`config.mk`:
```
export PLATFORM = sky130hd
export DESIGN_NAME = z80_wb_router
export DESIGN_NICKNAME = d
export VERILOG_FILES = /design/src/rtl/z80_wb_router_pkg.sv /design/src/rtl/z80_wb_addr_dec.sv /design/src/rtl/z80_wb_router.sv
export SDC_FILE = /design/constraint.sdc
export NUM_CORES = 1
export LEC_CHECK = 0
export ABC_AREA = 1
export BUFFER_PORTS_ARGS = -buffer_cell sky130_fd_sc_hd__buf_2
export CORE_MARGIN = 4
export CORE_UTILIZATION = 39
export DETAILED_ROUTE_END_ITERATION = 10
export PLACE_DENSITY = 0.77
export SLEW_MARGIN = 0
export SYNTH_ARGS = -nofsm -noshare
export SYNTH_HDL_FRONTEND = slang
export SYNTH_SLANG_ARGS = --single-unit
```
`constraint.sdc`:
```
create_clock -name wb_clk_i -period 1.6 [get_ports wb_clk_i]
set_clock_uncertainty 0.05 [all_clocks]
set_input_delay 0.32 -clock wb_clk_i [delete_from_list [all_inputs] [get_ports wb_clk_i]]
set_output_delay 0.32 -clock wb_clk_i [all_outputs]
set_load 0.05 [all_outputs]
```
`src/rtl/z80_wb_router_pkg.sv`:
```
// rtl/z80_wb_router_pkg.sv - shared types for the z80 Wishbone router
package z80_wb_router_pkg;

    // Router transaction state
    typedef enum logic [1:0] {
        ST_IDLE = 2'd0,
        ST_BUSY = 2'd1,
        ST_RESP = 2'd2
    } state_e;

    // Z80 address tag codes carried on wb_tga
    typedef enum logic [1:0] {
        TGA_MEM = 2'b00,
        TGA_IO  = 2'b01,
        TGA_INT = 2'b10
    } tga_e;

    localparam int CNT_W = 8;

endpackage

```
`src/rtl/z80_wb_addr_dec.sv`:
```
// rtl/z80_wb_addr_dec.sv - combinational priority address/tag decoder
//
// Ports:
//   adr_i  ADR_W   master address
//   tga_i  TGA_W   master address tag
//   sel_o  NSLV    one-hot selected slot
//   idx_o  IDX_W   binary index of selected slot
// Slot NSLV-1 is the catch-all; its BASE/MASK/TGA are never compared.
module z80_wb_addr_dec #(
    parameter int                      NSLV  = 3,
    parameter int                      ADR_W = 16,
    parameter int                      TGA_W = 2,
    parameter int                      IDX_W = 2,
    parameter logic [NSLV*ADR_W-1:0]   BASE  = '0,
    parameter logic [NSLV*ADR_W-1:0]   MASK  = '0,
    parameter logic [NSLV*TGA_W-1:0]   TGA   = '0
) (
    input  logic [ADR_W-1:0] adr_i,
    input  logic [TGA_W-1:0] tga_i,
    output logic [NSLV-1:0]  sel_o,
    output logic [IDX_W-1:0] idx_o
);

    logic found;

    always_comb begin
        found = 1'b0;
        idx_o = IDX_W'(NSLV - 1);
        // Ascending scan; the first hit locks so the lowest index wins
        for (int i = 0; i < NSLV - 1; i++) begin
            if (!found
                && ((adr_i & MASK[i*ADR_W +: ADR_W]) == BASE[i*ADR_W +: ADR_W])
                && (tga_i == TGA[i*TGA_W +: TGA_W])) begin
                found = 1'b1;
                idx_o = IDX_W'(i);
            end
        end
        sel_o = NSLV'(1) << idx_o;
    end

endmodule

```
`src/rtl/z80_wb_router.sv`:
```
// rtl/z80_wb_router.sv - Wishbone classic router from the z80 master to NSLV slaves
//
// Ports:
//   wb_clk_i, wb_rst_i          clock, asynchronous active-low reset
//   wb_adr/dat/we/cyc/stb/tga_i master request
//   wb_dat_o, wb_ack_o, wb_err_o master response
//   s_cyc_o, s_stb_o            one-hot per-slave cycle/strobe
//   s_we/adr/dat/tga_o          broadcast copies of the master request
//   s_dat_i, s_ack_i, s_err_i   packed slave responses (slot0 in LSBs)
//   err_vld_o, err_adr_o        sticky first-error flag and address
//   err_clr_i                   clears the sticky error record
module z80_wb_router
    import z80_wb_router_pkg::*;
#(
    parameter int                      NSLV     = 3,
    parameter int                      ADR_W    = 16,
    parameter int                      DAT_W    = 8,
    parameter int                      TGA_W    = 2,
    parameter logic [NSLV*ADR_W-1:0]   SLV_BASE = {16'h0000, 16'h0000, 16'h0000},
    parameter logic [NSLV*ADR_W-1:0]   SLV_MASK = {16'h0000, 16'h0000, 16'h8000},
    parameter logic [NSLV*TGA_W-1:0]   SLV_TGA  = {TGA_MEM, TGA_IO, TGA_MEM},
    parameter int                      TIMEOUT  = 255,
    parameter int                      REG_RSP  = 0
) (
    input  logic                   wb_clk_i,
    input  logic                   wb_rst_i,
    input  logic [ADR_W-1:0]       wb_adr_i,
    input  logic [DAT_W-1:0]       wb_dat_i,
    input  logic                   wb_we_i,
    input  logic                   wb_cyc_i,
    input  logic                   wb_stb_i,
    input  logic [TGA_W-1:0]       wb_tga_i,
    output logic [DAT_W-1:0]       wb_dat_o,
    output logic                   wb_ack_o,
    output logic                   wb_err_o,
    output logic [NSLV-1:0]        s_cyc_o,
    output logic [NSLV-1:0]        s_stb_o,
    output logic                   s_we_o,
    output logic [ADR_W-1:0]       s_adr_o,
    output logic [DAT_W-1:0]       s_dat_o,
    output logic [TGA_W-1:0]       s_tga_o,
    input  logic [NSLV*DAT_W-1:0]  s_dat_i,
    input  logic [NSLV-1:0]        s_ack_i,
    input  logic [NSLV-1:0]        s_err_i,
    output logic                   err_vld_o,
    output logic [ADR_W-1:0]       err_adr_o,
    input  logic                   err_clr_i
);

    localparam int               IDX_W    = (NSLV > 1) ? $clog2(NSLV) : 1;
    localparam logic [CNT_W-1:0] TMO_LAST = CNT_W'(TIMEOUT - 1);

    state_e             state_q, state_d;
    logic [CNT_W-1:0]   cnt_q, cnt_d;
    logic [IDX_W-1:0]   sel_q, sel_d;
    logic               rsp_ack_q, rsp_ack_d;
    logic               rsp_err_q, rsp_err_d;
    logic [DAT_W-1:0]   rsp_dat_q, rsp_dat_d;
    logic               err_vld_q, err_vld_d;
    logic [ADR_W-1:0]   err_adr_q, err_adr_d;

    logic [NSLV-1:0]    dec_sel;
    logic [IDX_W-1:0]   dec_idx;
    logic [IDX_W-1:0]   act_idx;
    logic [NSLV-1:0]    act_sel;
    logic               live, drive, err_ev;
    logic               sl_ack, sl_err;
    logic [DAT_W-1:0]   sl_dat;

    z80_wb_addr_dec #(
        .NSLV  (NSLV),
        .ADR_W (ADR_W),
        .TGA_W (TGA_W),
        .IDX_W (IDX_W),
        .BASE  (SLV_BASE),
        .MASK  (SLV_MASK),
        .TGA   (SLV_TGA)
    ) u_dec (
        .adr_i (wb_adr_i),
        .tga_i (wb_tga_i),
        .sel_o (dec_sel),
        .idx_o (dec_idx)
    );

    always_comb begin
        state_d   = state_q;
        cnt_d     = '0;
        sel_d     = sel_q;
        rsp_ack_d = 1'b0;
        rsp_err_d = 1'b0;
        rsp_dat_d = '0;
        drive     = 1'b0;
        err_ev    = 1'b0;
        wb_ack_o  = 1'b0;
        wb_err_o  = 1'b0;
        wb_dat_o  = '0;

        // IDLE routes on the live decode; BUSY holds the latched slot
        act_idx = (state_q == ST_IDLE) ? dec_idx : sel_q;
        act_sel = (state_q == ST_IDLE) ? dec_sel : (NSLV'(1) << sel_q);
        sl_ack  = s_ack_i[act_idx];
        sl_err  = s_err_i[act_idx];
        sl_dat  = s_dat_i[act_idx*DAT_W +: DAT_W];
        live    = wb_cyc_i && wb_stb_i;

        case (state_q)
            ST_IDLE, ST_BUSY: begin
                if (!live) begin
                    state_d = ST_IDLE;
                end else begin
                    drive = 1'b1;
                    if (sl_err || sl_ack) begin
                        // Slave error outranks a simultaneous ack
                        err_ev = sl_err;
                        if (REG_RSP != 0) begin
                            rsp_ack_d = !sl_err;
                            rsp_err_d = sl_err;
                            rsp_dat_d = sl_err ? '0 : sl_dat;
                            state_d   = ST_RESP;
                        end else begin
                            wb_ack_o = !sl_err;
                            wb_err_o = sl_err;
                            wb_dat_o = sl_err ? '0 : sl_dat;
                            state_d  = ST_IDLE;
                        end
                    end else if (cnt_q == TMO_LAST) begin
                        wb_err_o = 1'b1;
                        err_ev   = 1'b1;
                        state_d  = ST_IDLE;
                    end else begin
                        state_d = ST_BUSY;
                        sel_d   = act_idx;
                        cnt_d   = (cnt_q == '1) ? cnt_q : cnt_q + CNT_W'(1);
                    end
                end
            end
            ST_RESP: begin
                state_d = ST_IDLE;
                // A master that already dropped cyc sees no response
                if (wb_cyc_i) begin
                    wb_ack_o = rsp_ack_q;
                    wb_err_o = rsp_err_q;
                    wb_dat_o = rsp_dat_q;
                end
            end
            default: state_d = ST_IDLE;
        endcase

        s_cyc_o = drive ? act_sel : '0;
        s_stb_o = drive ? act_sel : '0;
        s_we_o  = wb_we_i;
        s_adr_o = wb_adr_i;
        s_dat_o = wb_dat_i;
        s_tga_o = wb_tga_i;

        // Reset forces every output low immediately, without waiting for a clock
        if (!wb_rst_i) begin
            s_cyc_o  = '0;
            s_stb_o  = '0;
            s_we_o   = 1'b0;
            s_adr_o  = '0;
            s_dat_o  = '0;
            s_tga_o  = '0;
            wb_ack_o = 1'b0;
            wb_err_o = 1'b0;
            wb_dat_o = '0;
        end

        // Clear beats a coincident new error; only the first error is recorded
        err_vld_d = err_vld_q;
        err_adr_d = err_adr_q;
        if (err_clr_i) begin
            err_vld_d = 1'b0;
            err_adr_d = '0;
        end else if (err_ev && !err_vld_q) begin
            err_vld_d = 1'b1;
            err_adr_d = wb_adr_i;
        end
    end

    always_ff @(posedge wb_clk_i or negedge wb_rst_i) begin
        if (!wb_rst_i) begin
            state_q   <= ST_IDLE;
            cnt_q     <= '0;
            sel_q     <= '0;
            rsp_ack_q <= 1'b0;
            rsp_err_q <= 1'b0;
            rsp_dat_q <= '0;
            err_vld_q <= 1'b0;
            err_adr_q <= '0;
        end else begin
            state_q   <= state_d;
            cnt_q     <= cnt_d;
            sel_q     <= sel_d;
            rsp_ack_q <= rsp_ack_d;
            rsp_err_q <= rsp_err_d;
            rsp_dat_q <= rsp_dat_d;
            err_vld_q <= err_vld_d;
            err_adr_q <= err_adr_d;
        end
    end

    assign err_vld_o = err_vld_q;
    assign err_adr_o = err_adr_q;

endmodule

```
==> run summary, run 1 <==
The routed layout has 2344 vias. The first global-routing pass estimated 10.23 mm of wire. Counting every instance in the synthesized netlist gives 279.

The run gives 1926 um^2 as the summed instance area of the synthesized netlist. The die covers 6125 um^2. In this run the power density over the cells is 669.7 nW/um^2. Element type at the critical path start: a register. The repair_antennas step left the layout with diodes totalling 0.

Counting every net in the synthesized netlist gives 343. The area added between synthesis and finish came out at 70.31%. The logs give 492 for the final-stage net count and 44 for the final setup violation count. The standard-cell row count was 25; the initial cell density of the core was 40.50%. In this run the critical register-to-register path is captured at err_adr_o[2]$_DFFE_PN0P_. For the pin with the worst max-slew slack, the measured transition is 0.3260 ns. For the total wire length, the log shows 6.407 mm. For the worst setup path, the data arrival time is 1.83 ns. By startpoint and endpoint, the worst setup path is classified as reg -> out. The number of warnings reported in the yosys synthesis log is 0. The number of antenna violations at the first check in global routing was 0. The cell chosen for the clock root is sky130_fd_sc_hd__clkbuf_8. The tools report the final number of hold-violating endpoints as 0.

Dividing the detail-routed via count by the number of cells gives 4.745. In this run, synthesis produced a sequential element count of 28. For the worst-skew pair, the clock arrives at the later sink with an insertion delay of 0.27 ns. The clock buffer count from CTS was 3; the highest achievable clock rate was 454.8 MHz. CTS saw 28 sinks.

The startpoint of the worst register-to-register path is state_q[0]$_DFF_PN0_. Yosys attributes the largest share of cell area to sky130_fd_sc_hd__dfrtp_1 (36%), sky130_fd_sc_hd__nand2_1 (16%), sky130_fd_sc_hd__inv_1 (9.0%). The netlist uses 33 different library cells. After floorplanning, the core was sized to cover 4755 um^2.

The tools report the share of the core filled with cells in the final layout as 68.97%. The run finished, with violations left. The signal on the critical path passes through nor2_2, nand2_2, nand2_4, nand3_2, nand2_4, nand3_4, a31oi_4, buf_6. The depth of the CTS H-tree was 1.

The tools report the number of pins exceeding their max-slew limit in the final report as 0. Number of buffers between clock root and the deepest sink: 2. The slack of the critical path came out at -0.5989 ns. Setup repair after global routing could not meet its margin everywhere. Sequential fraction of the synthesis area: 36.39%.

In this run the worst hold path is classified as in -> async. Clock-pin slew was measured on the worst setup and hold paths at 0.09 ns. In this run, the number of DRC markers left after iteration 0 of detailed routing was 113.

Global routing consumed, over all layers together, 20.20% of the routing resources. Measured against its own limit, the worst slew margin works out to 78.27%. For the worst setup path, the data required time is 1.23 ns. The maximum cell stage delay along the critical path came out at 0.44 ns. Measured along the x axis, the die boundary spans 78.27 um.

The routed wirelength normalized by instance count is 12.97 um. The top cell type by area accounts for 36.39% of the synthesized area. In this run the mean area of a mapped cell was 6.902 um^2.

The overflow left after global routing was 0. The most used cell along the critical path was sky130_fd_sc_hd__nand2_4. The final cycle utilization of the critical path is 137.4%.

Cells with a size suffix above 1 make up 51.05% of the layout. The top cell types in the final layout, fill and taps aside, are sky130_fd_sc_hd__buf_2 (105), sky130_fd_sc_hd__nand2_1 (75), sky130_fd_sc_hd__inv_1 (40). The commonest non-fill, non-tap cell in the layout was sky130_fd_sc_hd__buf_2. In this run the register-to-register setup slack is -0.53 ns. The final critical path time including I/O delays and setup was 2.199 ns. The run gives 2240 as the via count of the first global-routing pass. In this run the vertical extent of the chip is 78.27 um. Entering global routing, the biggest net connects 46 pins. The number of cells on the worst reg-to-reg path is 15. STA classifies the critical path endpoint as an output pin. The global placement routability congestion was 0.7699; the count of input and output buffers was 121. The completed layout was analyzed and its total power is 2.196 mW.

The library cell contributing the largest single delay on the critical path is sky130_fd_sc_hd__dfrtp_1. The logs give 1.910 nW for the leakage power total and -0.5044 ns for the worst-case setup slack after placement. sky130_fd_sc_hd__dfrtp_1 takes more of the synthesized area than any other cell.

The pre-antenna-repair detailed-routing pass consisted of 4 iterations. Across the VDD grid, the largest voltage drop is 0.4620 mV. TritonCTS built the clock tree. Number of top-level pins: 122. The checks that failed: negative setup slack. The max-capacitance violation count was 0. The detail route stage leaves a number of antenna-violating nets equal to 0.

Along the worst path, the maximum fanout reaches 7. Remaining design rule violation count: 0. Detailed placement finished with a half-perimeter wire length of 4.580 mm.
-- final cells by class --
type                    count  area [um^2]
multi-input cells         188         1206
repair buffers            156         1037
inverters                  51        196.4
well taps                  67        83.83
clock buffers               4        55.05
flip-flops and latches     28        700.7
fillers                   382         1475
-- per-stage QoR --
step                cells  TNS (ns)  cell area [um^2]  hold WS, ns
global placement      486    -14.68              2968       0.3805
detailed placement    486    -16.04              2968       0.3919
floorplan             279    -3.113              2103     -0.02559
CTS                   492    -19.14              3188      0.02730
global route          494    -24.55              3279      0.01828
finish                494    -19.04              3279      0.01744
-- critical path: cells and delay by family (launching register included) --
kind / cells / cell delay, ns
flip-flops: 1 / 0.44
AND/OR/NAND/NOR: 6 / 0.75
AO/OA/AOI/OAI: 1 / 0.19
buffers and inverters: 1 / 0.18
-- synth_stat cells --
library cell and number:
sky130_fd_sc_hd__a211oi_2 2, sky130_fd_sc_hd__xnor2_1 1, sky130_fd_sc_hd__o21ai_1 1, sky130_fd_sc_hd__inv_2 4, sky130_fd_sc_hd__a21oi_2 1, sky130_fd_sc_hd__a21oi_1 7, sky130_fd_sc_hd__buf_2 2, sky130_fd_sc_hd__ha_1 2
sky130_fd_sc_hd__nor2_1 12, sky130_fd_sc_hd__nand3_2 2, sky130_fd_sc_hd__or2_2 1, sky130_fd_sc_hd__nor3_1 5, sky130_fd_sc_hd__buf_6 2, sky130_fd_sc_hd__nand4_1 17, sky130_fd_sc_hd__clkinv_1 1, sky130_fd_sc_hd__nand2_2 4
sky130_fd_sc_hd__a31oi_1 3, sky130_fd_sc_hd__nor2_2 1, sky130_fd_sc_hd__nor2_4 2, sky130_fd_sc_hd__nand2_1 84, sky130_fd_sc_hd__o21ai_0 2, sky130_fd_sc_hd__xor2_1 1, sky130_fd_sc_hd__dfrtp_1 28, sky130_fd_sc_hd__nor3_4 1
sky130_fd_sc_hd__buf_4 3, sky130_fd_sc_hd__a22oi_1 5, sky130_fd_sc_hd__clkbuf_1 3, sky130_fd_sc_hd__nand2_4 1, sky130_fd_sc_hd__nor3_2 2, sky130_fd_sc_hd__o21ai_2 1, sky130_fd_sc_hd__nand3_1 29, sky130_fd_sc_hd__buf_1 3
sky130_fd_sc_hd__inv_1 46
-- registers in the layout, indices dropped and copies added, names as in the netlist --
signal and count:
state_q 1, err_vld_o 1, cnt_q 8, err_adr_o 16, sel_q 2
-- metal layers --
layer  routed length [um]  up-vias  GRT usage, %
met3                  528       10         5.161
li1                     -     1184             -
met5                    0        -             0
met1                 2500     1057         24.71
met4                  113        0         4.545
met2                 3265       93         35.62
-- logic make-up after synthesis --
family,after synthesis,synth area share (%)
DFF,28,36.39
adders and majority gates,2,1.299
xor gates and xnor gates,2,0.9098
buffers and inverters,64,13.97
AOI/OAI and AO/OA,22,7.732
and+or+nand+nor,161,39.70
-- repair_timing --
item	in CTS	in global routing
hold buffers	0	0
setup endpoints to repair	71	71
pin swaps	5	5
gates resized for setup	47	18
gates cloned	1	1
buffers inserted	1	1
-- power by group --
| group | total (mW) | leakage, nW | internal (mW) | switching [mW] |
|---|---|---|---|---|
| registers | 0.781 | 0.384 | 0.752 | 0.0285 |
| logic | 0.981 | 1.50 | 0.332 | 0.649 |
| clock network | 0.435 | 0.0288 | 0.220 | 0.214 |
| total | 2.20 | 1.91 | 1.30 | 0.891 |
-- how the worst max path moves through the flow --
| stage | startpoint | to | slack, ns | cells past startpoint |
|---|---|---|---|---|
| after floorplan | state_q[0]$_DFF_PN0_ | wb_dat_o[0] | -0.27 | 7 |
| after global placement | wb_tga_i[0] | wb_dat_o[6] | -0.49 | 11 |
| after detailed placement | wb_tga_i[0] | wb_dat_o[6] | -0.50 | 11 |
| after CTS | state_q[0]$_DFF_PN0_ | wb_dat_o[6] | -0.63 | 8 |
| after global routing | state_q[0]$_DFF_PN0_ | wb_err_o | -0.70 | 11 |
| final | state_q[0]$_DFF_PN0_ | wb_dat_o[6] | -0.60 | 8 |
Note: power is estimated with default switching activity, not from simulation.
==> run 2, diff against run 1 <==
--- a/config.mk
+++ b/config.mk
@@ -11,6 +11,7 @@
 export CORE_UTILIZATION = 39
 export DETAILED_ROUTE_END_ITERATION = 10
 export PLACE_DENSITY = 0.77
+export SKIP_CTS_REPAIR_TIMING = 1
 export SLEW_MARGIN = 0
 export SYNTH_ARGS = -nofsm -noshare
 export SYNTH_HDL_FRONTEND = slang
==> run summary, run 2 (synthesized netlist as in run 1, its figures left out) <==
The startpoint of the worst register-to-register path is state_q[0]$_DFF_PN0_. Area added between synthesis and finish: 68.03%. The tools report the worst path arrival time as 1.92 ns (+0.09 ns). The final-stage net count came out at 490 (-0.41%). TritonCTS built the clock tree. The tools report the final number of hold-violating endpoints as 0 (unchanged). The run finished, with violations left.

The initial cell density of the core was 40.50% (unchanged); the buffers plus inverters on the worst setup path was 3 (+2). The tools report the number of nets with antenna violations after detailed routing as 0 (unchanged). The count of input and output buffers came out at 121 (unchanged). The library cell contributing the largest single delay on the critical path is sky130_fd_sc_hd__dfrtp_1. The logs give 68.05% (-0.92 points) for the share of the core filled with cells in the final layout and 9.584 mm (-6.3%) for the first-pass GRT wire length. For the number of search-and-repair iterations in the first detailed-routing pass, the log shows 4 (unchanged). The maximum cell stage delay along the critical path is 0.44 ns (about the same). The peak supply drop is 0.4587 mV (-0.71%), and the number of cells traversed by the worst register-to-register path is 15 (unchanged). The critical register-to-register path endpoint is err_adr_o[7]$_DFFE_PN0P_. The tree is rooted in a sky130_fd_sc_hd__clkbuf_8.

The run gives 1 (unchanged) as the depth of the CTS H-tree. The critical path goes through nor2_2, nand2_2, nand2_4, inv_4, nand3_4, nand2_4, buf_6, nand2_1, nand2_2, nor3_4, buf_6. The diode insertion count for antenna repair was 0 (unchanged); the detailed-route vias per instance was 4.732 (-0.28%). The number of DRC violations after detailed-routing iteration 0 is 107 (-5.3%), and the TritonCTS sink count is 28 (unchanged). The routed wirelength normalized by instance count works out to 12.73 um (-1.9%). The overall die width was 78.27 um (unchanged). Setup repair after global routing could not meet its margin everywhere. The commonest non-fill, non-tap cell in the layout was sky130_fd_sc_hd__buf_2.

The run gives 0.27 ns (about the same) as the clock insertion delay at the later pin of the skew report. The logs give 0.7699 (unchanged) for the global placement routability congestion and -0.6857 ns (-0.08678 ns) for the slack of the critical path. The worst-case headroom to the max-slew limit came out at 77.46% (-0.81 points). The highest achievable clock rate is 437.5 MHz (-3.8%), and the number of buffers between clock root and the deepest sink is 2 (unchanged).

The maximum number of pins on one net before global-route repair came out at 46 (unchanged). The remaining design rule violation count is 0 (unchanged). The library cells used most frequently in the layout, excluding fill and tap cells, are sky130_fd_sc_hd__buf_2 (105), sky130_fd_sc_hd__nand2_1 (77), sky130_fd_sc_hd__inv_1 (40). The tools report the critical path capture point type as an output pin. The tools report the setup slack of the worst register-to-register path as -0.53 ns (about the same). Final critical path time including I/O delays and setup: 2.286 ns (+0.08678 ns).

The instance count on the critical path works out to 11 (+3). The height of the chip works out to 78.27 um (unchanged). Leakage power total: 1.889 nW (-1.1%). The post-detailed-placement half-perimeter wirelength is 4.580 mm (unchanged), and the core area is 4755 um^2 (unchanged). The final setup violation count was 44 (unchanged). The tools report the element type at the critical path start as a register. The number of flip-flops in the largest register is 16 (unchanged), and the number of pins exceeding their max-slew limit in the final report is 0 (unchanged). The number of top-level pins was 122 (unchanged).

The slew of the pin with the lowest slew margin is 0.3381 ns (+0.01213 ns). The vias after detailed routing was 2328 (-0.68%); the layout cell share with drive strength beyond 1 was 50.12% (-0.94 points). The startpoint of the most critical setup path was state_q[0]$_DFF_PN0_. The worst-path maximum fanout came out at 7 (unchanged). The run gives 1.23 ns (about the same) as the required arrival time at the worst endpoint. The path class of the tightest hold or removal check is in -> async.

The path type of the worst setup path is reg -> out. The total global routing track utilization was 18.74% (-1.5 points); the clock buffer count from CTS was 3 (unchanged). The overflow left after global routing was 0 (unchanged). The logs give 6125 um^2 (unchanged) for the floorplan die area and 6.263 mm (-2.2%) for the total wire length. The end point of the critical path was wb_err_o. The final hold slack is 0.005190 ns (-0.01225 ns), and the max-capacitance violation count is 0 (unchanged). The via count of the first global-routing pass came out at 2172 (-3.0%). The filler cell count was 379 (-0.79%); the power density relative to cell area was 670.3 nW/um^2 (about the same). The final cycle utilization of the critical path is 142.9% (+5.4 points). The cell family contributing the most delay on the critical path is simple AND/OR/NAND/NOR gates. The clock transition at the register clock pins on the worst setup and hold paths after CTS came out at 0.09 ns (about the same). The logs give 25 (unchanged) for the standard-cell row count and 0 (unchanged) for the number of antenna violations at the first check in global routing. The final reports fail on negative setup slack.
==> run 2: cell types whose count changed in the layout (fill, tap and decap cells not counted), sizes merged <==
| cell | change |
|---|---|
| buf | -1 |
| clkbuf | -1 |
==> run 2: through the flow <==
step	setup TNS [ns]	worst slack, ns	cell area (um^2)	std cells	power, mW
finish	-21.80	-0.6857	3236	492	2.169
global route	-27.19	-0.7849	3236	492	2.292
CTS	-19.69	-0.7488	3023	490	2.108
detailed placement	-16.04	-0.5044	2968	486	1.671
global placement	-14.68	-0.4857	2968	486	1.660
floorplan	-3.113	-0.2732	2103	279	1.369
==> run 2: cell type report <==
type | count | area [um^2] | area share (%)
multi-input combinational | 188 | 1191 | 36.81
sequential | 28 | 700.7 | 21.66
tap | 67 | 83.83 | 2.591
inverter | 51 | 198.9 | 6.149
clock buffer | 4 | 55.05 | 1.701
timing repair buffer | 154 | 1006 | 31.09
==> run 2: layer usage <==
layer / share of wire (%) / global-route usage, %
met2: 53 / 32.19
met1: 39 / 23.56
met5: 0 / 0
met3: 7.7 / 5.046
met4: 0.99 / 4.021
==> run 2: worst min-delay path by stage <==
stage	from	to	depth (start not counted)	slack, ns
2_1_floorplan	wb_rst_i	cnt_q[0]$_DFFE_PN0P_	0	-0.03
3_3_place_gp	wb_rst_i	err_adr_o[14]$_DFFE_PN0P_	2	0.38
3_5_place_dp	wb_rst_i	err_adr_o[14]$_DFFE_PN0P_	2	0.39
4_1_cts	wb_rst_i	err_adr_o[14]$_DFFE_PN0P_	2	0.08
5_1_grt	wb_rst_i	err_adr_o[11]$_DFFE_PN0P_	2	0.0004
6_report	wb_rst_i	err_adr_o[15]$_DFFE_PN0P_	2	0.005
==> run 2: power by group <==
group / leakage, nW / total, mW / switching [mW] / internal (mW)
combinational: 1.48 / 0.959 / 0.639 / 0.320
sequential: 0.384 / 0.781 / 0.0287 / 0.752
clock: 0.0288 / 0.429 / 0.209 / 0.220
==> run 3, diff against run 2 <==
--- a/config.mk
+++ b/config.mk
@@ -10,6 +10,7 @@
 export CORE_MARGIN = 4
 export CORE_UTILIZATION = 39
 export DETAILED_ROUTE_END_ITERATION = 10
+export HOLD_SLACK_MARGIN = 0.02
 export PLACE_DENSITY = 0.77
 export SKIP_CTS_REPAIR_TIMING = 1
 export SLEW_MARGIN = 0
==> run summary, run 3 (synthesized netlist as in run 1, its figures left out) <==
The first-pass GRT wire length is 9.584 mm (unchanged), and the initial cell density of the core is 40.50% (unchanged). The tools report the clock insertion delay at the later pin of the skew report as 0.27 ns (about the same). The peak supply drop is 0.4587 mV (about the same), and the height of the chip is 78.27 um (unchanged). The final cycle utilization of the critical path came out at 142.7% (-0.19 points). The filler cell count was 376 (-0.79%); the slew of the pin with the lowest slew margin was 0.7573 ns (+0.4192 ns). The flow ran to the end, but the final reports show violations. The number of search-and-repair iterations in the first detailed-routing pass is 4 (unchanged), and the post-detailed-placement half-perimeter wirelength is 4.580 mm (unchanged). The max-capacitance violation count was 0 (unchanged); the leakage power total was 1.893 nW (+0.22%). The clock group share of total power is 19.8% (about the same), and the net load switching power is 877.3 uW (about the same).

The number of antenna violations at the first check in global routing is 0 (unchanged). The tools report the final hold slack as 0.1564 ns (+0.1512 ns). Worst-case headroom to the max-slew limit: 49.35% (-28 points). For this design, the slowest cell found on the critical path is sky130_fd_sc_hd__dfrtp_1. Setup repair after global routing could not meet its margin everywhere.

The worst-path maximum fanout works out to 7 (unchanged). The setup path with the least slack is of type reg -> out. The final number of hold-violating endpoints is 0 (unchanged), and the buffers plus inverters on the worst setup path is 3 (unchanged). The clock buffer count from CTS came out at 3 (unchanged).

The checks that failed: negative setup slack. The floorplan die area came out at 6125 um^2 (unchanged). The tools report the final-stage net count as 491 (+0.20%).

The via count of the first global-routing pass is 2172 (unchanged). The maximum number of pins on one net before global-route repair is 46 (unchanged), and the number of pins exceeding their max-slew limit in the final report is 0 (unchanged). The number of DRC violations after detailed-routing iteration 0 was 107 (unchanged). The number of flip-flops in the largest register was 16 (unchanged).

The worst path arrival time came out at 1.91 ns (about the same). The power density relative to cell area is 668.9 nW/um^2 (-0.21%). Walking the worst path, the cells encountered are nor2_2, nand2_2, nand2_4, inv_4, nand3_4, nand2_4, buf_6, nand2_1, nand2_2, nor3_4, buf_6. The routed wirelength normalized by instance count is 12.79 um (+0.47%). Final setup violation count: 44 (unchanged). The tools report the logic gate share of total power as 44.3% (about the same). The maximum cell stage delay along the critical path was 0.44 ns (about the same); the total wire length was 6.305 mm (+0.67%). The count of input and output buffers is 121 (unchanged), and the remaining design rule violation count is 0 (unchanged). The global placement routability congestion is 0.7699 (unchanged). The tools report the number of buffers between clock root and the deepest sink as 2 (unchanged). The tools report the critical path capture point type as an output pin. The run gives 28 (unchanged) as the TritonCTS sink count. The internal power consumption is 1.294 mW (+0.13%). Largest delay contributor family on the critical path: simple AND/OR/NAND/NOR gates. In the layout the commonest cells are sky130_fd_sc_hd__buf_2 (105), sky130_fd_sc_hd__nand2_1 (77), sky130_fd_sc_hd__inv_1 (40). Relative to the synthesized area, the layout overhead comes to 68.55%. The setup TNS was -21.72 ns (+0.07980 ns); the number of nets with antenna violations after detailed routing was 0 (unchanged). The overall die width is 78.27 um (unchanged), and the switching power as a share of total power is 40.41% (about the same). The highest achievable clock rate was 438.1 MHz (+0.14%). The clock transition at the register clock pins on the worst setup and hold paths after CTS was 0.09 ns (about the same).

The layout cell share with drive strength beyond 1 works out to 50.00% (-0.12 points). The power share of the sequential group is 36.0% (about the same), and the depth of the CTS H-tree is 1 (unchanged). The required arrival time at the worst endpoint is 1.23 ns (about the same). Leaving out fill and tap cells, the most frequent cell in the layout is sky130_fd_sc_hd__buf_2. Number of top-level pins: 122 (unchanged).

TritonCTS built the clock tree. The tree is rooted in a sky130_fd_sc_hd__clkbuf_8. The standard-cell row count is 25 (unchanged). For the diode insertion count for antenna repair, the log shows 0 (unchanged). The tools report the total global routing track utilization as 18.74% (unchanged).

The detailed-route vias per instance was 4.738 (+0.14%); the vias after detailed routing was 2336 (+0.34%). For the slack of the critical path, the log shows -0.6826 ns (+0.003087 ns). The worst setup path is launched from a register. The class of the most critical hold timing path was in -> reg. The core area was 4755 um^2 (unchanged); the final critical path time including I/O delays and setup was 2.283 ns (-0.003087 ns). The overflow left after global routing came out at 0 (unchanged).
## run 3: changes by cell type in the layout (fill, tap and decap cells not counted), sizes merged
cell,change
dlygate4sd3,+1
## run 3: path summary, 6_finish.rpt
kind / start / endpoint / slack [ns] / cells past startpoint
min in group asynchronous: wb_rst_i / cnt_q[7]$_DFFE_PN0P_ / 0.19 / 3
min: err_clr_i / err_vld_o$_DFFE_PN0P_ / 0.16 / 2
max: state_q[0]$_DFF_PN0_ / wb_err_o / -0.68 / 11
max reg2reg: state_q[0]$_DFF_PN0_ / err_adr_o[5]$_DFFE_PN0P_ / -0.53 / 15
max in group asynchronous: wb_rst_i / err_vld_o$_DFFE_PN0P_ / 0.15 / 3
min reg2reg: err_adr_o[12]$_DFFE_PN0P_ / err_adr_o[12]$_DFFE_PN0P_ / 0.47 / 2
## run 3: power groups by stage
stage          logic (mW)  clock network (mW)  registers [mW]
2_1_floorplan       0.493                   0           0.876
3_5_place_dp        0.878                   0           0.793
6_report            0.961               0.430           0.781
4_1_cts             0.880               0.449           0.780
3_3_place_gp        0.867                   0           0.793
5_1_grt              1.04               0.472           0.788
## run 3: layer usage
layer	vias up	track usage, %	wire (um)
met5	-	0	0
li1	1179	-	-
met3	4	5.046	493
met4	0	4.021	40
met2	89	32.19	3345
met1	1064	23.56	2424
## run 3: area by class of cell
cell class                 instances  area, um^2  area share (%)
inverter                          51       198.9           6.130
sequential                        28       700.7           21.59
multi-input combinational        188        1191           36.70
clock buffer                       4       55.05           1.696
tap                               67       83.83           2.583
timing repair buffer             155        1016           31.30
## run 3: through the flow
stage	power [mW]	worst slack [ns]	instances	utilization [%]	area [um^2]
floorplan	1.369	-0.2732	279	-	2103
CTS	2.108	-0.7488	490	63.58	3023
global placement	1.660	-0.4857	486	62.42	2968
global route	2.295	-0.7849	493	68.26	3246
detailed placement	1.671	-0.5044	486	62.42	2968
finish	2.171	-0.6826	493	68.26	3246
## run 3: worst register-to-register path: cells and delay by family (launching register included)
family | cells | cell delay, ns
simple gates | 10 | 0.98
buf+inv | 5 | 0.60
flops | 1 | 0.44
